==> src/rtl/cam_color_pkg.sv <==
// BT.601 YUV->RGB coefficients and offsets for limited and full range, plus the
// shared 8-bit clamp used by the per-pixel calculator.
package cam_color_pkg;

    typedef enum logic {
        MODE_LIMITED = 1'b0,
        MODE_FULL    = 1'b1
    } mode_e;

    // The +128 rounding term and the Y-16 / C-128 biases are folded into the offsets.
    localparam int KY_LIM  = 298;
    localparam int KRV_LIM = 409;
    localparam int KGV_LIM = 208;
    localparam int KGU_LIM = 100;
    localparam int KBU_LIM = 516;
    localparam int OR_LIM  = -56992;
    localparam int OG_LIM  = 34784;
    localparam int OB_LIM  = -70688;

    localparam int KY_FULL  = 256;
    localparam int KRV_FULL = 359;
    localparam int KGV_FULL = 183;
    localparam int KGU_FULL = 88;
    localparam int KBU_FULL = 454;
    localparam int OR_FULL  = -45824;
    localparam int OG_FULL  = 34816;
    localparam int OB_FULL  = -57984;

    function automatic logic [7:0] clamp_u8(input logic signed [31:0] acc);
        logic [7:0] res;
        if (acc < 0)
            res = 8'd0;
        else if (acc >= 32'sd65536)
            res = 8'hff;
        else
            res = acc[15:8];
        return res;
    endfunction

endpackage

==> src/rtl/cam_yuv_px_calc.sv <==
// One pixel's S2 (Y product + shared chroma terms) and S3 (clamp, truncate) stages.
module cam_yuv_px_calc
    import cam_color_pkg::*;
#(
    parameter int ACC_W = 20,
    parameter int OUT_W = 8
) (
    input  logic                    i_clk,
    input  logic                    i_rst_n,
    input  logic                    i_en,
    input  mode_e                   i_mode,
    input  logic [7:0]              i_y,
    input  logic signed [ACC_W-1:0] i_cr,
    input  logic signed [ACC_W-1:0] i_cg,
    input  logic signed [ACC_W-1:0] i_cb,
    output logic [3*OUT_W-1:0]      o_rgb
);

    logic signed [ACC_W-1:0] w_ky;
    logic signed [ACC_W-1:0] w_yterm;
    logic signed [ACC_W-1:0] r_acc_r;
    logic signed [ACC_W-1:0] r_acc_g;
    logic signed [ACC_W-1:0] r_acc_b;
    logic [7:0]              w_r8;
    logic [7:0]              w_g8;
    logic [7:0]              w_b8;
    logic [3*OUT_W-1:0]      r_rgb;

    assign w_ky    = (i_mode == MODE_FULL) ? ACC_W'(KY_FULL) : ACC_W'(KY_LIM);
    assign w_yterm = w_ky * $signed({{(ACC_W-8){1'b0}}, i_y});

    assign w_r8 = clamp_u8(32'(r_acc_r));
    assign w_g8 = clamp_u8(32'(r_acc_g));
    assign w_b8 = clamp_u8(32'(r_acc_b));

    always_ff @(posedge i_clk or negedge i_rst_n) begin
        if (!i_rst_n) begin
            r_acc_r <= '0;
            r_acc_g <= '0;
            r_acc_b <= '0;
            r_rgb   <= '0;
        end else if (i_en) begin
            r_acc_r <= w_yterm + i_cr;
            r_acc_g <= w_yterm + i_cg;
            r_acc_b <= w_yterm + i_cb;
            r_rgb   <= {w_r8[7 -: OUT_W], w_g8[7 -: OUT_W], w_b8[7 -: OUT_W]};
        end
    end

    assign o_rgb = r_rgb;

endmodule

==> src/rtl/cam_yuv422_rgb_pipe.sv <==
// 3-stage YUV422 -> RGB converter, 2 pixels per beat, single global stall enable,
// BT.601 range mode latched at start of frame.
module cam_yuv422_rgb_pipe
    import cam_color_pkg::*;
#(
    parameter int IN_ORDER = 0,
    parameter int OUT_W    = 8,
    parameter int ACC_W    = 20
) (
    input  logic               ACLK,
    input  logic               ARESETN,
    input  logic               cfg_full,
    input  logic [31:0]        s_data,
    input  logic               s_valid,
    output logic               s_ready,
    input  logic               s_user,
    input  logic               s_last,
    output logic [6*OUT_W-1:0] m_data,
    output logic               m_valid,
    input  logic               m_ready,
    output logic               m_user,
    output logic               m_last
);

    logic                    w_en;
    logic                    w_acc;
    logic [7:0]              w_y1, w_y2, w_u8, w_v8;
    logic signed [ACC_W-1:0] w_u, w_v;
    logic signed [ACC_W-1:0] w_krv, w_kgv, w_kgu, w_kbu, w_or, w_og, w_ob;
    logic signed [ACC_W-1:0] w_cr, w_cg, w_cb;
    mode_e                   w_beat_mode;
    mode_e                   r_frame_mode;

    logic                    r_v1, r_v2, r_v3;
    logic                    r_u1, r_u2, r_u3;
    logic                    r_l1, r_l2, r_l3;
    logic [7:0]              r_y1, r_y2;
    mode_e                   r_mode1;
    logic signed [ACC_W-1:0] r_cr, r_cg, r_cb;
    logic [3*OUT_W-1:0]      w_rgb1, w_rgb2;

    // Whole pipe moves together: it can advance whenever the output slot is free or drained.
    assign w_en    = ~r_v3 | m_ready;
    assign s_ready = w_en;
    assign w_acc   = s_valid & w_en;

    always_comb begin
        if (IN_ORDER == 0) begin
            w_y1 = s_data[7:0];
            w_u8 = s_data[15:8];
            w_y2 = s_data[23:16];
            w_v8 = s_data[31:24];
        end else begin
            w_u8 = s_data[7:0];
            w_y1 = s_data[15:8];
            w_v8 = s_data[23:16];
            w_y2 = s_data[31:24];
        end
    end

    assign w_beat_mode = s_user ? mode_e'(cfg_full) : r_frame_mode;

    always_ff @(posedge ACLK or negedge ARESETN) begin
        if (!ARESETN)
            r_frame_mode <= MODE_LIMITED;
        else if (w_acc && s_user)
            r_frame_mode <= mode_e'(cfg_full);
    end

    always_comb begin
        w_krv = ACC_W'(KRV_LIM);
        w_kgv = ACC_W'(KGV_LIM);
        w_kgu = ACC_W'(KGU_LIM);
        w_kbu = ACC_W'(KBU_LIM);
        w_or  = ACC_W'(OR_LIM);
        w_og  = ACC_W'(OG_LIM);
        w_ob  = ACC_W'(OB_LIM);
        if (w_beat_mode == MODE_FULL) begin
            w_krv = ACC_W'(KRV_FULL);
            w_kgv = ACC_W'(KGV_FULL);
            w_kgu = ACC_W'(KGU_FULL);
            w_kbu = ACC_W'(KBU_FULL);
            w_or  = ACC_W'(OR_FULL);
            w_og  = ACC_W'(OG_FULL);
            w_ob  = ACC_W'(OB_FULL);
        end
    end

    // Chroma terms are shared by both pixels of the beat.
    assign w_u  = $signed({{(ACC_W-8){1'b0}}, w_u8});
    assign w_v  = $signed({{(ACC_W-8){1'b0}}, w_v8});
    assign w_cr = w_krv * w_v + w_or;
    assign w_cg = w_og - w_kgv * w_v - w_kgu * w_u;
    assign w_cb = w_kbu * w_u + w_ob;

    always_ff @(posedge ACLK or negedge ARESETN) begin
        if (!ARESETN) begin
            r_v1 <= 1'b0; r_v2 <= 1'b0; r_v3 <= 1'b0;
            r_u1 <= 1'b0; r_u2 <= 1'b0; r_u3 <= 1'b0;
            r_l1 <= 1'b0; r_l2 <= 1'b0; r_l3 <= 1'b0;
            r_y1 <= '0;
            r_y2 <= '0;
            r_mode1 <= MODE_LIMITED;
            r_cr <= '0;
            r_cg <= '0;
            r_cb <= '0;
        end else if (w_en) begin
            r_v1 <= s_valid;
            r_u1 <= s_valid & s_user;
            r_l1 <= s_valid & s_last;
            r_v2 <= r_v1; r_u2 <= r_u1; r_l2 <= r_l1;
            r_v3 <= r_v2; r_u3 <= r_u2; r_l3 <= r_l2;
            r_y1 <= w_y1;
            r_y2 <= w_y2;
            r_mode1 <= w_beat_mode;
            r_cr <= w_cr;
            r_cg <= w_cg;
            r_cb <= w_cb;
        end
    end

    cam_yuv_px_calc #(.ACC_W(ACC_W), .OUT_W(OUT_W)) u_px1 (
        .i_clk   (ACLK),
        .i_rst_n (ARESETN),
        .i_en    (w_en),
        .i_mode  (r_mode1),
        .i_y     (r_y1),
        .i_cr    (r_cr),
        .i_cg    (r_cg),
        .i_cb    (r_cb),
        .o_rgb   (w_rgb1)
    );

    cam_yuv_px_calc #(.ACC_W(ACC_W), .OUT_W(OUT_W)) u_px2 (
        .i_clk   (ACLK),
        .i_rst_n (ARESETN),
        .i_en    (w_en),
        .i_mode  (r_mode1),
        .i_y     (r_y2),
        .i_cr    (r_cr),
        .i_cg    (r_cg),
        .i_cb    (r_cb),
        .o_rgb   (w_rgb2)
    );

    assign m_data  = {w_rgb2, w_rgb1};
    assign m_valid = r_v3;
    assign m_user  = r_u3;
    assign m_last  = r_l3;

endmodule

==> config.mk <==
export PLATFORM = sky130hd
export DESIGN_NAME = cam_yuv422_rgb_pipe
export DESIGN_NICKNAME = d
export VERILOG_FILES = /design/src/rtl/cam_color_pkg.sv /design/src/rtl/cam_yuv_px_calc.sv /design/src/rtl/cam_yuv422_rgb_pipe.sv
export SDC_FILE = /design/constraint.sdc
export NUM_CORES = 1
export LEC_CHECK = 0
export ABC_CLOCK_PERIOD_IN_PS = 11600
export BUFFER_PORTS_ARGS = -buffer_cell sky130_fd_sc_hd__clkbuf_2
export CORE_UTILIZATION = 64
export CTS_CLUSTER_SIZE = 12
export DETAILED_ROUTE_END_ITERATION = 8
export PLACE_DENSITY = 0.78
export REMOVE_ABC_BUFFERS = 1
export SLEW_MARGIN = 20
export SYNTH_ARGS = -nofsm -noshare
export SYNTH_HDL_FRONTEND = slang
export SYNTH_HIERARCHICAL = 1
export SYNTH_SLANG_ARGS = --single-unit
export TNS_END_PERCENT = 5
==> constraint.sdc <==
create_clock -name ACLK -period 11.6 [get_ports ACLK]
set_input_delay 1.16 -clock ACLK [delete_from_list [all_inputs] [get_ports ACLK]]
set_output_delay 1.16 -clock ACLK [all_outputs]
set_load 0.01 [all_outputs]
; Yosys cells after proc, flatten, opt, wreduce, memory -nomap -nowiden
; Index checks and enable logic that the tools add are counted.
[classes]
add_sub_neg = 10
multipliers = 6
n_lt_le_gt_ge = 12
n_mux = 21
bitwise = 5
reduce_logical = 1
[op_table]
columns = cell, n
row1 = $add A20 B20 Y20, 7
row2 = $ge A20 B18 Y1 const B, 6
row3 = $lt A20 B1 Y1 const B, 6
row4 = $mux W8, 13
row5 = $mul A20 B9 Y20, 4
row6 = $sub A20 B20 Y20, 2
row7 = $mul A9 B8 Y17, 2
row8 = $add A18 B20 Y20, 1
row9 = $mux W17, 1
row10 = $mux W15, 1
row11 = $mux W12, 1
row12 = $mux W6, 2
row13 = $mux W10, 1
row14 = $mux W7, 1
row15 = $and A1 B1 Y1, 3
row16 = $logic_and A1 B1 Y1, 1
row17 = $mux W1, 1
row18 = $not A1 Y1, 1
row19 = $or A1 B1 Y1, 1
[word_totals]
register_bits = 255
input_bits = 39
out_inout_bits = 52
wordCells = 79

; Depth between registers and ports, before layout
[depth]
word_depth = 5
ltp_mapped = 33
ltp_nobuf = 31

; Cells and area by module
; The synthesis kept the hierarchy.
[modules_own_cells]
columns = mod, instances, cells_per_inst, area_each_um2
row1 = cam_yuv422_rgb_pipe, 1, 1155, 10685.2
row2 = cam_yuv_px_calc (u_px2), 1, 639, 5691.7
row3 = cam_yuv_px_calc (u_px1), 1, 585, 5459.0

; Least setup slack after synthesis
; Ideal clock, no wire load.
[synth_timing]
path_type = input to register
from = input s_user
to = register r_cg[17]
setup_ns = 0.126
arrival_time_ns = 8.942
required_ns = 11.474
path_slack_ns = 2.532
cell_stages = 31
path_buffers = 2
cell_sequence = mux2i_1 -> inv_2 -> clkbuf_1 -> clkbuf_1 -> nand2_1 -> fa_1 -> fa_1 -> inv_1 -> fa_1 -> ha_1 -> fa_1 -> a21oi_1 -> nor2_1 -> nor2_1 -> o21bai_1 -> a21oi_1 -> xnor2_1 -> ha_1 -> fa_1 -> inv_1 -> fa_1 -> inv_1 -> fa_1 -> inv_1 -> ha_1 -> nand3_1 -> o21ai_0 -> a41oi_1 -> a211o_1 -> mux2i_1 -> nand2_1
[synth_via]
elab_chain_len = 5
word_cells_on_any_way = 8
cone_classes = 2 x add/sub / 2 x mul / 4 x mux
[synth_rtl]
columns = item, line
row1 = from (decl), cam_yuv422_rgb_pipe.sv:16  ; input logic s_user,
row2 = $mux W1 (*), cam_yuv422_rgb_pipe.sv:61  ; assign w_beat_mode = s_user ? mode_e'(cfg_full) : r_frame_mode;
row3 = named net w_beat_mode, cam_yuv422_rgb_pipe.sv:31  ; mode_e w_beat_mode;
row4 = $mux W7, cam_yuv422_rgb_pipe.sv:78  ; if (w_beat_mode == MODE_FULL) begin
row5 = $mul A20 B9 Y20, cam_yuv422_rgb_pipe.sv:93  ; assign w_cg = w_og - w_kgv * w_v - w_kgu * w_u;
row6 = $sub A20 B20 Y20, cam_yuv422_rgb_pipe.sv:93
row7 = $sub A20 B20 Y20 (*), cam_yuv422_rgb_pipe.sv:93
row8 = to (signal assigned), cam_yuv422_rgb_pipe.sv:117  ; r_cg <= w_cg;
row9 = to (decl), cam_yuv422_rgb_pipe.sv:39  ; logic signed [ACC_W-1:0] r_cr, r_cg, r_cb;
; The timed path passes the listed nets; every way through them passes the cells marked *.
; A chain may end at the register's enable or synchronous reset.

; Worst setup path after layout
[layout_timing]
from = input s_user
to = register r_cg[17]
[layout_via]
elab_chain_len = 5
word_cells_on_any_way = 8
cone_classes = 2 x add/sub / 2 x mul / 4 x mux
[layout_rtl]
columns = item, line
row1 = $mux W1 (*), cam_yuv422_rgb_pipe.sv:61
row2 = $mux W7, cam_yuv422_rgb_pipe.sv:78
row3 = $mul A20 B9 Y20, cam_yuv422_rgb_pipe.sv:93
row4 = $sub A20 B20 Y20, cam_yuv422_rgb_pipe.sv:93
row5 = $sub A20 B20 Y20 (*), cam_yuv422_rgb_pipe.sv:93
; Mark *: on every way between the ends. The rest lies on a longest branch, timed or not.

==> impl_results.md <==
- Outcome: completed
- Placed inst area: 22600 um^2
- Final Setup Violations: 0
- Setup TNS Final: 0 ns
- Count of final hold-check violations: 0
- Post-layout nets: just under 3000
- Buffer count from post-CTS setup fixing: 0
- DRC Markers: 0
- Number of warnings reported in the yosys synthesis log: 6
- Final slew viol count: 0
- Clock tree skew after final layout: around 0.011 ns
- Post-cts resize count: 0
- CP max stage delay: 0.66 ns
- Nature of the critical path startpoint: input port
- Biggest fanout along the worst timing path: 32
- Largest net degree at the start of global routing: 75
- Required time at the endpoint of the critical path: about 12 ns
- Vias post-DR: ~17000
- Gate count of the mapped netlist: roughly 2400
- Final RePlAce weighted congestion: just under 1
- Type of the worst setup path: input port to register
- Effective utilization at floorplan: 0.649
- Hold crit path type: register to register
- Number of DRC markers after the initial detailed-route iteration: between 1000 and 1500
- RSZ-0062 raised after global routing: no
- Summed area of non-filler cells in the final layout: ~23000 um^2
- FILL cells: roughly 2600
- Most used cell along the critical path: sky130_fd_sc_hd__fa_1
- Die X-Extent: 186 um
- Worst hold path depth: 2
- Via count of the first global-routing pass: between 15000 and 20000
- Critical path arrival: between 9 and 10 ns
- Antenna violations before repair: 0
- R2R depth: 30
- Die ar.: approximately 35000 um^2
- Buffers on Ports: 90
- Final Cycle Share: 0.764
- Syn avg cell area: 9.17 um^2
- Root Buffer: sky130_fd_sc_hd__clkbuf_16
- Worst-path clk slew: 0.06 ns
- Worst max-slew margin expressed relative to the limit: 0.258
- Clock sinks: between 200 and 250
- Worst-Skew Late Latency: a little over 0.5 ns
- Diodes inserted: 0
- # H-tree levels: 1
- Worst hold-check slack: roughly 0.46 ns
- Floorplan Core Area: 33500 um^2
- Overall overflow remaining after global route: 0
- Maximum frequency from static timing analysis: between 100 and 150 MHz
- CP Capture Type: register
- Number of hold buffers added after cts: 0
- Clock buffer depth: 3
- WL per Instance: roughly 18 um
- Total I/O pin count: about 90
- Slowest cell on crit path: sky130_fd_sc_hd__inv_2
- Number of antenna-violating nets in the routed design: 0
- First-pass GRT wire length: ~85000 um
- Std cell rows: between 60 and 70
- Least-Margin Pin Slew: around 1.1 ns
- Layout overhead on the synthesized area: 7.07%
- Die Ht: 186 um
- Maxcap violations: 0
- Total wire length after detailed routing: ~51000 um
- Detailed placement HPWL: ~42000 um
- Total track usage: 0.301
- First-pass DRT Iterations: 6
- Vias per Instance: just under 6
- Number of CTS-inserted buffers: 22
- Clock tree from TritonCTS: yes
- Period minus WS final: between 8 and 9 ns
- Fraction of final layout cells with drive strength greater than 1: 0.0856
- Netlist Area Pre-Place: between 20000 and 25000 um^2
## routing by layer
| layer | up-vias | GRT usage | part of all wire |
|---|---|---|---|
| li1 | 8308 | - | - |
| met1 | 8184 | 0.398 | 0.45 |
| met2 | 477 | 0.523 | 0.48 |
| met3 | 100 | 0.0265 | 0.042 |
| met4 | 0 | 0.0979 | 0.032 |
| met5 | - | 0 | 0 |
## worst paths after layout
kind	start	end	slack, ns
worst max-delay path	s_user	r_cg[17]$_DFFE_PN0N_	2.74
worst min-delay path	r_v2$_DFFE_PN0N_	r_v2$_DFFE_PN0N_	0.46
worst max register to register	r_frame_mode$_DFFE_PN0P_	r_cg[17]$_DFFE_PN0N_	3.22
worst min register to register	r_v2$_DFFE_PN0N_	r_v2$_DFFE_PN0N_	0.46
max in group asynchronous	ARESETN	r_u2$_DFFE_PN0N_	9.64
min in group asynchronous	ARESETN	u_px1/o_rgb[18]$_DFFE_PN0P_	0.64
## cells in the final DEF (no fill, tap or decap), types with 43 or more instances in the layout
master,count
sky130_fd_sc_hd__a21o_1,43
sky130_fd_sc_hd__a21oi_1,126
sky130_fd_sc_hd__clkbuf_2,89
sky130_fd_sc_hd__dfrtp_1,204
sky130_fd_sc_hd__fa_1,148
sky130_fd_sc_hd__ha_1,355
sky130_fd_sc_hd__inv_1,265
sky130_fd_sc_hd__nand2_1,276
sky130_fd_sc_hd__nor2_1,163
sky130_fd_sc_hd__o21ai_0,59
sky130_fd_sc_hd__o31ai_1,54
sky130_fd_sc_hd__xnor2_1,68
## critical path, delay by kind of cell
kind | cells | cell delay [ns]
fa+ha+maj | 10 | 4.54
compound gates | 6 | 1.10
simple gates | 5 | 0.63
buf+inv | 7 | 1.25
xor+xnor | 1 | 0.17
mux | 2 | 0.38
## flip-flops by register name (all words and copies together) (netlist names)
register	cells
m_last	1
m_user	1
m_valid	1
r_cb	19
r_cg	19
r_cr	19
r_frame_mode	1
r_l1	1
r_l2	1
r_mode1	1
r_u1	1
r_u2	1
r_v1	1
r_v2	1
r_y1	8
r_y2	8
u_px1/o_rgb	24
u_px1/r_acc_b	12
u_px1/r_acc_g	12
u_px1/r_acc_r	12
u_px2/o_rgb	24
u_px2/r_acc_b	12
u_px2/r_acc_g	12
u_px2/r_acc_r	12
## metrics by stage
step                worst slack (ns)  instances   util
floorplan                       1.74       2308      -
global placement                2.41       2857  0.675
detailed placement              2.25       2857  0.675
CTS                             2.75       2891  0.695
global route                    2.27       2891  0.695
finish                          2.74       2891  0.695
## final cells by class
type,instances,area [um^2],share of cell area
Timing Repair Buffer,101,542,0.0232
Tap cell,448,561,0.0240
Clock inverter,3,18.8,0.000805
Multi-Input combinational cell,1834,15400,0.661
Clock buffer,31,646,0.0277
Inverter,270,1020,0.0437
Sequential cell,204,5100,0.219
Power is not shown: default switching activity piles up to over one toggle a cycle in this logic, so the estimate is an artifact.
